### src/rtl/ps2_key_decoder.sv
// ps2_key_decoder
//   Turns a stream of PS/2 set-2 scancode bytes into one-cycle game commands.
//   It tracks E0 (extended), F0 (break) and E1 (pause) prefixes. It also keeps
//   a pressed-key bitmap, so typematic repeats do not re-trigger a command.
//   A partial prefix sequence is abandoned after TIMEOUT_CYCLES idle cycles.
//
// Ports
//   clk            system clock, rising edge
//   resetn         asynchronous active-low reset
//   ps2_byte       received scancode byte, meaningful only with ps2_byte_valid
//   ps2_byte_valid one-cycle strobe from the PS/2 receiver
//   move_right/left/up/down, enter
//                  one-cycle command pulses, at most one high per cycle
//   key_held       pressed state {enter,down,up,left,right}, bit0 = right
//   seq_error      one-cycle pulse when a prefix sequence times out
module ps2_key_decoder #(
  parameter logic [19:0] TIMEOUT_CYCLES = 20'd1000000
) (
  input  logic       clk,
  input  logic       resetn,
  input  logic [7:0] ps2_byte,
  input  logic       ps2_byte_valid,
  output logic       move_right,
  output logic       move_left,
  output logic       move_up,
  output logic       move_down,
  output logic       enter,
  output logic [4:0] key_held,
  output logic       seq_error
);

  typedef enum logic [2:0] {
    IDLE,
    EXT,
    BRK,
    EXT_BRK,
    PAUSE_SKIP
  } stateT;

  localparam logic [7:0] CODE_EXT   = 8'hE0;
  localparam logic [7:0] CODE_BRK   = 8'hF0;
  localparam logic [7:0] CODE_PAUSE = 8'hE1;

  // Index into key_held / cmdPulse; KEY_NONE marks codes without a mapping.
  localparam logic [2:0] KEY_RIGHT = 3'd0;
  localparam logic [2:0] KEY_LEFT  = 3'd1;
  localparam logic [2:0] KEY_UP    = 3'd2;
  localparam logic [2:0] KEY_DOWN  = 3'd3;
  localparam logic [2:0] KEY_ENTER = 3'd4;
  localparam logic [2:0] KEY_NONE  = 3'd7;

  // The E1 pause sequence is E1 followed by seven more bytes.
  localparam logic [2:0] PAUSE_TAIL = 3'd7;

  stateT       state;
  logic [2:0]  skipCnt;
  logic [19:0] timeoutCnt;
  logic [4:0]  cmdPulse;

  logic        doneMake;
  logic        doneBreak;
  logic        isExt;
  logic [2:0]  keyIdx;

  // Arrow keys exist only as extended codes. The plain codes with the same
  // values are keypad keys and are deliberately left unmapped.
  function automatic logic [2:0] mapKey(input logic ext, input logic [7:0] code);
    logic [2:0] idx;
    idx = KEY_NONE;
    if (ext) begin
      case (code)
        8'h74:   idx = KEY_RIGHT;
        8'h6B:   idx = KEY_LEFT;
        8'h75:   idx = KEY_UP;
        8'h72:   idx = KEY_DOWN;
        default: idx = KEY_NONE;
      endcase
    end else begin
      case (code)
        8'h5A, 8'h29: idx = KEY_ENTER;
        default:      idx = KEY_NONE;
      endcase
    end
    return idx;
  endfunction

  // Classify the byte being presented: does it complete a make or break code,
  // and is that code extended?
  // NOTE: every signal gets a default before the case, so no path leaves it
  // unassigned and no latch is inferred.
  always_comb begin
    doneMake  = 1'b0;
    doneBreak = 1'b0;
    isExt     = 1'b0;
    if (ps2_byte_valid) begin
      case (state)
        IDLE: begin
          if (ps2_byte != CODE_EXT && ps2_byte != CODE_BRK && ps2_byte != CODE_PAUSE)
            doneMake = 1'b1;
        end
        EXT: begin
          if (ps2_byte != CODE_BRK && ps2_byte != CODE_EXT) begin
            doneMake = 1'b1;
            isExt    = 1'b1;
          end
        end
        BRK:     doneBreak = 1'b1;
        EXT_BRK: begin
          doneBreak = 1'b1;
          isExt     = 1'b1;
        end
        default: ;
      endcase
    end
    keyIdx = mapKey(isExt, ps2_byte);
  end

  // NOTE: sequential state uses non-blocking assignments only, so every
  // register samples pre-edge values regardless of statement order.
  always_ff @(posedge clk or negedge resetn) begin
    if (!resetn) begin
      state      <= IDLE;
      skipCnt    <= 3'd0;
      timeoutCnt <= 20'd0;
      key_held   <= 5'b0;
      cmdPulse   <= 5'b0;
      seq_error  <= 1'b0;
    end else begin
      // Pulses are single-cycle unless re-asserted below.
      cmdPulse  <= 5'b0;
      seq_error <= 1'b0;

      if (ps2_byte_valid) begin
        // A byte always wins over a coincident timeout.
        timeoutCnt <= 20'd0;

        case (state)
          IDLE: begin
            if (ps2_byte == CODE_EXT)        state <= EXT;
            else if (ps2_byte == CODE_BRK)   state <= BRK;
            else if (ps2_byte == CODE_PAUSE) begin
              state   <= PAUSE_SKIP;
              skipCnt <= PAUSE_TAIL;
            end
          end
          EXT: begin
            if (ps2_byte == CODE_BRK)      state <= EXT_BRK;
            else if (ps2_byte != CODE_EXT) state <= IDLE;
          end
          BRK, EXT_BRK: state <= IDLE;
          PAUSE_SKIP: begin
            skipCnt <= skipCnt - 3'd1;
            if (skipCnt == 3'd1) state <= IDLE;
          end
          default: state <= IDLE;
        endcase

        if (keyIdx != KEY_NONE) begin
          // Only the first make of a key fires; typematic repeats just refresh.
          if (doneMake && !key_held[keyIdx]) begin
            cmdPulse[keyIdx] <= 1'b1;
            key_held[keyIdx] <= 1'b1;
          end
          if (doneBreak) key_held[keyIdx] <= 1'b0;
        end
      end else if (state != IDLE) begin
        if (timeoutCnt == TIMEOUT_CYCLES - 20'd1) begin
          state      <= IDLE;
          skipCnt    <= 3'd0;
          timeoutCnt <= 20'd0;
          seq_error  <= 1'b1;
        end else begin
          timeoutCnt <= timeoutCnt + 20'd1;
        end
      end else begin
        timeoutCnt <= 20'd0;
      end
    end
  end

  assign move_right = cmdPulse[KEY_RIGHT];
  assign move_left  = cmdPulse[KEY_LEFT];
  assign move_up    = cmdPulse[KEY_UP];
  assign move_down  = cmdPulse[KEY_DOWN];
  assign enter      = cmdPulse[KEY_ENTER];

endmodule

### config.mk
export PLATFORM = sky130hd
export DESIGN_NAME = ps2_key_decoder
export DESIGN_NICKNAME = d
export VERILOG_FILES = /design/src/rtl/ps2_key_decoder.sv
export SDC_FILE = /design/constraint.sdc
export NUM_CORES = 1
export LEC_CHECK = 0
export CAP_MARGIN = 25
export CORE_ASPECT_RATIO = 0.7
export CORE_UTILIZATION = 35
export DETAILED_ROUTE_END_ITERATION = 12
export GPL_ROUTABILITY_DRIVEN = 0
export PLACE_DENSITY_LB_ADDON = 0.25
export SETUP_SLACK_MARGIN = 0.15
export SYNTH_ARGS = -nofsm -noshare
export SYNTH_HDL_FRONTEND = slang
export SYNTH_SLANG_ARGS = --single-unit
### constraint.sdc
create_clock -name clk -period 2.5 [get_ports clk]
set_clock_uncertainty 0.2 [all_clocks]
set_input_delay 0.5 -clock clk [delete_from_list [all_inputs] [get_ports clk]]
set_output_delay 0.5 -clock clk [all_outputs]
set_load 0.03 [all_outputs]
==> results of run 1 <==
==> worst reg2reg max path: stages (launching register included) <==
cell and delay [ns]:
dfrtp_1 0.43, nor4_1 0.28, nand3_1 0.20, or4_4 0.55
a21oi_4 0.15, mux2_1 0.33
==> repair_timing <==
action	CTS	global route
gates resized for setup	1	18
pin swaps	1	3
endpoints found under the setup margin	2	7
buffers inserted	0	1
==> cells by family after synthesis <==
| logic type | count (synthesis) | share of synthesized area, % |
|---|---|---|
| compound gates | 43 | 14.7 |
| simple gates | 108 | 29.1 |
| flops | 37 | 43.4 |
| buf+inv | 17 | 3.52 |
| fa+ha+maj | 3 | 1.76 |
| mux | 1 | 0.528 |
| xor+xnor | 17 | 6.98 |
==> report_power, final <==
| group | leakage (nW) | switching [mW] | internal [mW] |
|---|---|---|---|
| clock | 0.0450 | 0.204 | 0.193 |
| combinational | 0.720 | 0.181 | 0.150 |
| sequential | 0.494 | 0.0368 | 0.635 |
==> through the flow <==
stage / utilization, % / area [um2] / total power [mW] / hold slack (ns)
after global placement: 46.2 / 2690 / 0.995 / 0.278
after detailed placement: 46.2 / 2690 / 1.00 / 0.290
after global routing: 49.1 / 2850 / 1.50 / 0.0884
final: 49.1 / 2850 / 1.40 / 0.0490
after CTS: 47.7 / 2770 / 1.41 / 0.0721
after floorplan: - / 2130 / 0.863 / 0.00441
==> final cells by class <==
| type | instances | area, um2 | area share (%) |
|---|---|---|---|
| Sequential cell | 37 | 926 | 32.5 |
| Clock inverter | 2 | 10.0 | 0.351 |
| Multi-Input combinational cell | 172 | 1200 | 42.0 |
| Timing Repair Buffer | 59 | 507 | 17.8 |
| Clock buffer | 6 | 72.6 | 2.54 |
| Inverter | 12 | 45.0 | 1.58 |
| Tap cell | 75 | 93.8 | 3.29 |
==> registers in the layout, summed over array words and instances, names as in the netlist <==
register    cells
skipCnt         3
cmdPulse        5
seq_error       1
key_held        5
timeoutCnt     20
state           3
==> cell usage after synthesis, types with 3 or more instances <==
cell,number,area share [%]
dfrtp_1,37,43
nor2_1,34,6.0
nand2_1,12,2.1
inv_1,11,1.9
a21oi_1,10,2.3
xnor2_1,9,3.7
nand3_1,8,1.9
nor3_1,8,1.9
xor2_1,8,3.3
nand4_1,6,1.8
o21ai_0,6,1.4
nand3b_1,5,1.8
o21ai_1,5,1.2
nor4_1,4,1.2
clkbuf_1,3,0.53
ha_1,3,1.8
nand4b_1,3,1.2
nor3_2,3,1.4
or3b_1,3,1.2
==> layer usage <==
layer,routed length [um],track usage (%),vias to the layer above
li1,-,-,934
met1,2680,26.2,860
met2,1860,23.5,31
met3,196,3.72,2
met4,29,3.98,0
met5,0,0,-
==> final timing paths <==
| check | cells after the start | end | start |
|---|---|---|---|
| hold reg to reg | 1 | cmdPulse[4]$_DFF_PN0_ | key_held[4]$_DFFE_PN0P_ |
| max in group asynchronous | 2 | key_held[1]$_DFFE_PN0P_ | resetn |
| hold / removal | 2 | key_held[3]$_DFFE_PN0P_ | resetn |
| min in group clk | 1 | cmdPulse[4]$_DFF_PN0_ | key_held[4]$_DFFE_PN0P_ |
| setup reg to reg | 5 | state[2]$_DFFE_PN0P_ | timeoutCnt[13]$_DFF_PN0_ |
| setup / recovery | 8 | key_held[2]$_DFFE_PN0P_ | ps2_byte[1] |
==> impl_metrics.env, run 1 <==
export IMPL_cts_root_buf="clkbuf_8"
export IMPL_num_rows=23
export IMPL_ys_types=58
export IMPL_grt_pass1_vias=1729
export IMPL_cp_slowest_cell="clkdlybuf4s50_1"
export IMPL_cts_hold_buf=0
export IMPL_critPathTopFamily="buffers and inverters"
export IMPL_synth_ff_type="dfrtp_1"
export IMPL_dp_slack_ns=-0.178
export IMPL_numCtsBuffers=5
export IMPL_synth_seq_cells=37
export IMPL_fin_crit_sh_pct=91.9
export IMPL_fin_nets=301
export IMPL_worst_slew_pin_slew_ns=0.640
export IMPL_cts_max_level=2
export IMPL_powerDensity_nw_per_um2=491
export IMPL_vdd_drop_max_mv=0.261
export IMPL_drt_initial_drc_count=114
export IMPL_cp_max_fo=4
export IMPL_cp_slowest_stage_delay_ns=0.51
export IMPL_synth_edf_count=0
export IMPL_clock_fmax_mhz=435
export IMPL_hpwlAfterDp_um=3570
export IMPL_vias_per_cell=5.03
export IMPL_core_area_um2=5810
export IMPL_drive_above_1_share_pct=25.0
export IMPL_hold_viol_final=0
export IMPL_wl_per_cell_um=13.1
export IMPL_endpoint_kind="register"
export IMPL_synthCells=226
export IMPL_num_vias=1827
export IMPL_tns_ns=0
export IMPL_port_buffers=21
export IMPL_drtAntennaViolNets=0
export IMPL_syn_area_um2=2130
export IMPL_status="completed"
export IMPL_arrival_ns=2.26
export IMPL_grt_pass1_wl_um=8250
export IMPL_worst_path_most_repeated_cell="buf_4"
export IMPL_grt_overflow_total=0
export IMPL_grt_max_degree=38
export IMPL_critical_path_class="input pin to register"
export IMPL_setup_ws_ns=0.202
export IMPL_layout_common_cells="dfrtp_1 (37), buf_4 (37), nor2_1 (34), clkdlybuf4s50_1 (15), nand2_1 (12)"
export IMPL_pin_count=22
export IMPL_fill_cells=559
export IMPL_min_period_ns=2.30
export IMPL_yosysWarnings=0
export IMPL_r2r_setup_slack_ns=0.24
export IMPL_drcViolationCount=0
export IMPL_max_slew_margin_pct=57.0
export IMPL_dr_pass1_iters=4
export IMPL_rsz0062_at_grt="yes"
export IMPL_grtUsageTotal_pct=16.9
export IMPL_async_flop_share_pct=100
export IMPL_cts_sink_count=37
export IMPL_cts_buffer_depth=2
export IMPL_critPathLaunchType="input pin"
export IMPL_antenna_found_initial=0
export IMPL_finalMaxSlewViolations=0
export IMPL_seq_area_frac_synth_pct=43.4
export IMPL_cap_violations=0
export IMPL_power_leakage_nw=1.26
export IMPL_antennaDiodeCount=0
export IMPL_place_inst=354
export IMPL_syn_to_final_growth_pct=33.7
export IMPL_die_x_um=95.3
export IMPL_cts_tree="yes"
export IMPL_hp_class="input pin to async pin"
export IMPL_syn_num_nets=240
export IMPL_syn_mean_instance_area_um2=9.44
export IMPL_required_ns=2.46
export IMPL_wirelength_um=4770
export IMPL_dieArea_um2=6420
export IMPL_setup_violations=0
export IMPL_crit_buf_inv=3
export IMPL_finalNonFillerCells=363
export IMPL_clk_pin_slew_worst_paths_ns=0.07
export IMPL_clock_latency_ns=0.28
export IMPL_path_cells="clkdlybuf4s50_1 > buf_4 > or3b_1 > a211oi_1 > buf_4 > nand3_1 > o21ai_2 > o31ai_2"
export IMPL_initial_core_util_pct=36.7
export IMPL_die_h_um=67.3
Note: power is estimated with default switching activity, not from simulation.
==> run 2: changes to the inputs <==
CORE_ASPECT_RATIO = 1.75   (was 0.7)
==> run 2 against run 1 <==
Hold slack improved by 0.047 ns. Clock power increased by 6.3%. Combinational power is 2% lower. Utilization fell by 1.1 points. Non-clock buffer count fell by 1. Clock-buffer cell count grew 1. Via count rose by 0.60%. Highest routed layer unchanged. Routed wire length rose by 1.9%. Critical path depth decreased by 2. Global-route usage barely moved. Final area is 1.1% lower.
==> impl_metrics.env, run 2 (synthesis results as in run 1) <==
export IMPL_intPower_mw=1.00
export IMPL_core_area_um2=5880
export IMPL_max_slew_margin_pct=46.0
export IMPL_crit_buf_inv=1
export IMPL_drive_above_1_share_pct=22.4
export IMPL_fin_crit_sh_pct=91.7
export IMPL_rsz0062_at_grt="yes"
export IMPL_clk_pin_slew_worst_paths_ns=0.07
export IMPL_path_cells="clkdlybuf4s50_1 > nand2b_1 > or3_4 > o2111a_1 > o221a_2 > o31ai_1"
export IMPL_critPathTopFamily="compound AO/OA/AOI/OAI gates"
export IMPL_vdd_drop_max_mv=0.244
export IMPL_num_vias=1838
export IMPL_drcViolationCount=0
export IMPL_cts_hold_buf=0
export IMPL_power_leakage_nw=1.24
export IMPL_hp_class="input pin to async pin"
export IMPL_cp_slowest_cell="clkdlybuf4s50_1"
export IMPL_min_period_ns=2.29
export IMPL_reg_largest_list="timeoutCnt (20), cmdPulse (5), key_held (5)"
export IMPL_drt_initial_drc_count=63
export IMPL_antennaDiodeCount=0
export IMPL_drtAntennaViolNets=0
export IMPL_cp_max_fo=5
export IMPL_top_register="timeoutCnt"
export IMPL_cts_root_buf="clkbuf_8"
export IMPL_dieArea_um2=6420
export IMPL_cap_violations=0
export IMPL_grt_max_degree=38
export IMPL_grt_overflow_total=0
export IMPL_largest_reg_flops=20
export IMPL_power_switching_mw=0.414
export IMPL_grt_pass1_vias=1820
export IMPL_cp_slowest_stage_delay_ns=0.49
export IMPL_finalMaxSlewViolations=0
export IMPL_grt_pass1_wl_um=8160
export IMPL_cts_max_level=2
export IMPL_arrival_ns=2.29
export IMPL_seq_power_share_pct=47.2
export IMPL_swShare_pct=29.2
export IMPL_hold_viol_final=0
export IMPL_num_rows=37
export IMPL_worst_slew_pin_slew_ns=0.810
export IMPL_multi_input_area_um2=1170
export IMPL_cts_buffer_depth=2
export IMPL_critPathLaunchType="input pin"
export IMPL_dp_slack_ns=-0.158
export IMPL_setup_ws_ns=0.207
export IMPL_syn_to_final_growth_pct=32.3
export IMPL_die_h_um=105
export IMPL_antenna_found_initial=0
export IMPL_hpwlAfterDp_um=3640
export IMPL_critical_path_class="input pin to register"
export IMPL_port_buffers=21
export IMPL_fin_nets=300
export IMPL_clock_latency_ns=0.29
export IMPL_wl_per_cell_um=13.4
export IMPL_setup_violations=0
export IMPL_p_comb_share_pct=23.0
export IMPL_clockPowerShare_pct=29.8
export IMPL_dr_pass1_iters=4
export IMPL_endpoint_kind="register"
export IMPL_fill_cells=578
export IMPL_vias_per_cell=5.05
export IMPL_clock_fmax_mhz=436
export IMPL_cts_tree="yes"
export IMPL_grtUsageTotal_pct=16.9
export IMPL_r2r_setup_slack_ns=0.24
export IMPL_cts_sink_count=37
export IMPL_status="completed"
export IMPL_regArea_um2=926
export IMPL_wirelength_um=4860
export IMPL_numCtsBuffers=5
export IMPL_layout_common_cells="dfrtp_1 (37), buf_4 (37), nor2_1 (34), clkdlybuf4s50_1 (14), nand2_1 (12)"
export IMPL_powerDensity_nw_per_um2=502
export IMPL_required_ns=2.49
export IMPL_initial_core_util_pct=36.3
export IMPL_pin_count=22
export IMPL_die_x_um=61.0
export IMPL_holdWs_ns=0.0955
## run 2: worst paths after layout
| kind | from | to | depth (start not counted) |
|---|---|---|---|
| setup / recovery | ps2_byte[2] | key_held[2]$_DFFE_PN0P_ | 6 |
| hold / removal | resetn | timeoutCnt[17]$_DFF_PN0_ | 1 |
| setup reg to reg | timeoutCnt[13]$_DFF_PN0_ | state[2]$_DFFE_PN0P_ | 5 |
| hold reg to reg | timeoutCnt[0]$_DFF_PN0_ | timeoutCnt[0]$_DFF_PN0_ | 1 |
| max in group asynchronous | resetn | timeoutCnt[11]$_DFF_PN0_ | 1 |
| min in group clk | timeoutCnt[0]$_DFF_PN0_ | timeoutCnt[0]$_DFF_PN0_ | 1 |
## run 2: power by group through the flow
stage	clock, mW	sequential, mW	combinational, mW
2_1_floorplan	0	0.673	0.190
3_3_place_gp	0	0.679	0.317
3_5_place_dp	0	0.681	0.321
4_1_cts	0.442	0.670	0.322
5_1_grt	0.466	0.675	0.368
6_report	0.422	0.669	0.326
## run 2: worst register-to-register path: cells and delay by family, from the launching register on
kind / cells / cell delay [ns]
AO/OA/AOI/OAI: 1 / 0.15
flip-flops: 1 / 0.43
multiplexers: 1 / 0.32
AND/OR/NAND/NOR: 3 / 1.05
## run 2: layout make-up
cell class,instances,share of cell area (%)
Multi-Input combinational cell,172,41.4
Sequential cell,37,32.8
Timing Repair Buffer,58,17.6
Tap cell,78,3.46
Clock buffer,7,3.06
Inverter,12,1.60
## run 2: through the flow
stage,total power [mW],area [um2],utilization (%),TNS (ns),cells
floorplan,0.863,2130,-,0,226
global placement,0.997,2680,45.6,-1.41,356
detailed placement,1.00,2680,45.6,-1.36,356
CTS,1.43,2770,47.2,0,363
global route,1.51,2820,48.0,0,364
finish,1.42,2820,48.0,0,364
## run 2: per-layer routing
layer	routed length (um)	vias to the layer above	global-route usage, %
met4	101	0	7.31
met2	2720	22	30.4
met3	78	6	2.58
met5	0	-	0
li1	-	927	-
met1	1960	883	18.7
## run 2: what timing repair did
| item | CTS | global route |
|---|---|---|
| setup buffers | 0 | 1 |
| cloned | 0 | 0 |
| gates resized for setup | 1 | 11 |
| pin swaps | 0 | 2 |
| setup endpoints to repair | 1 | 9 |
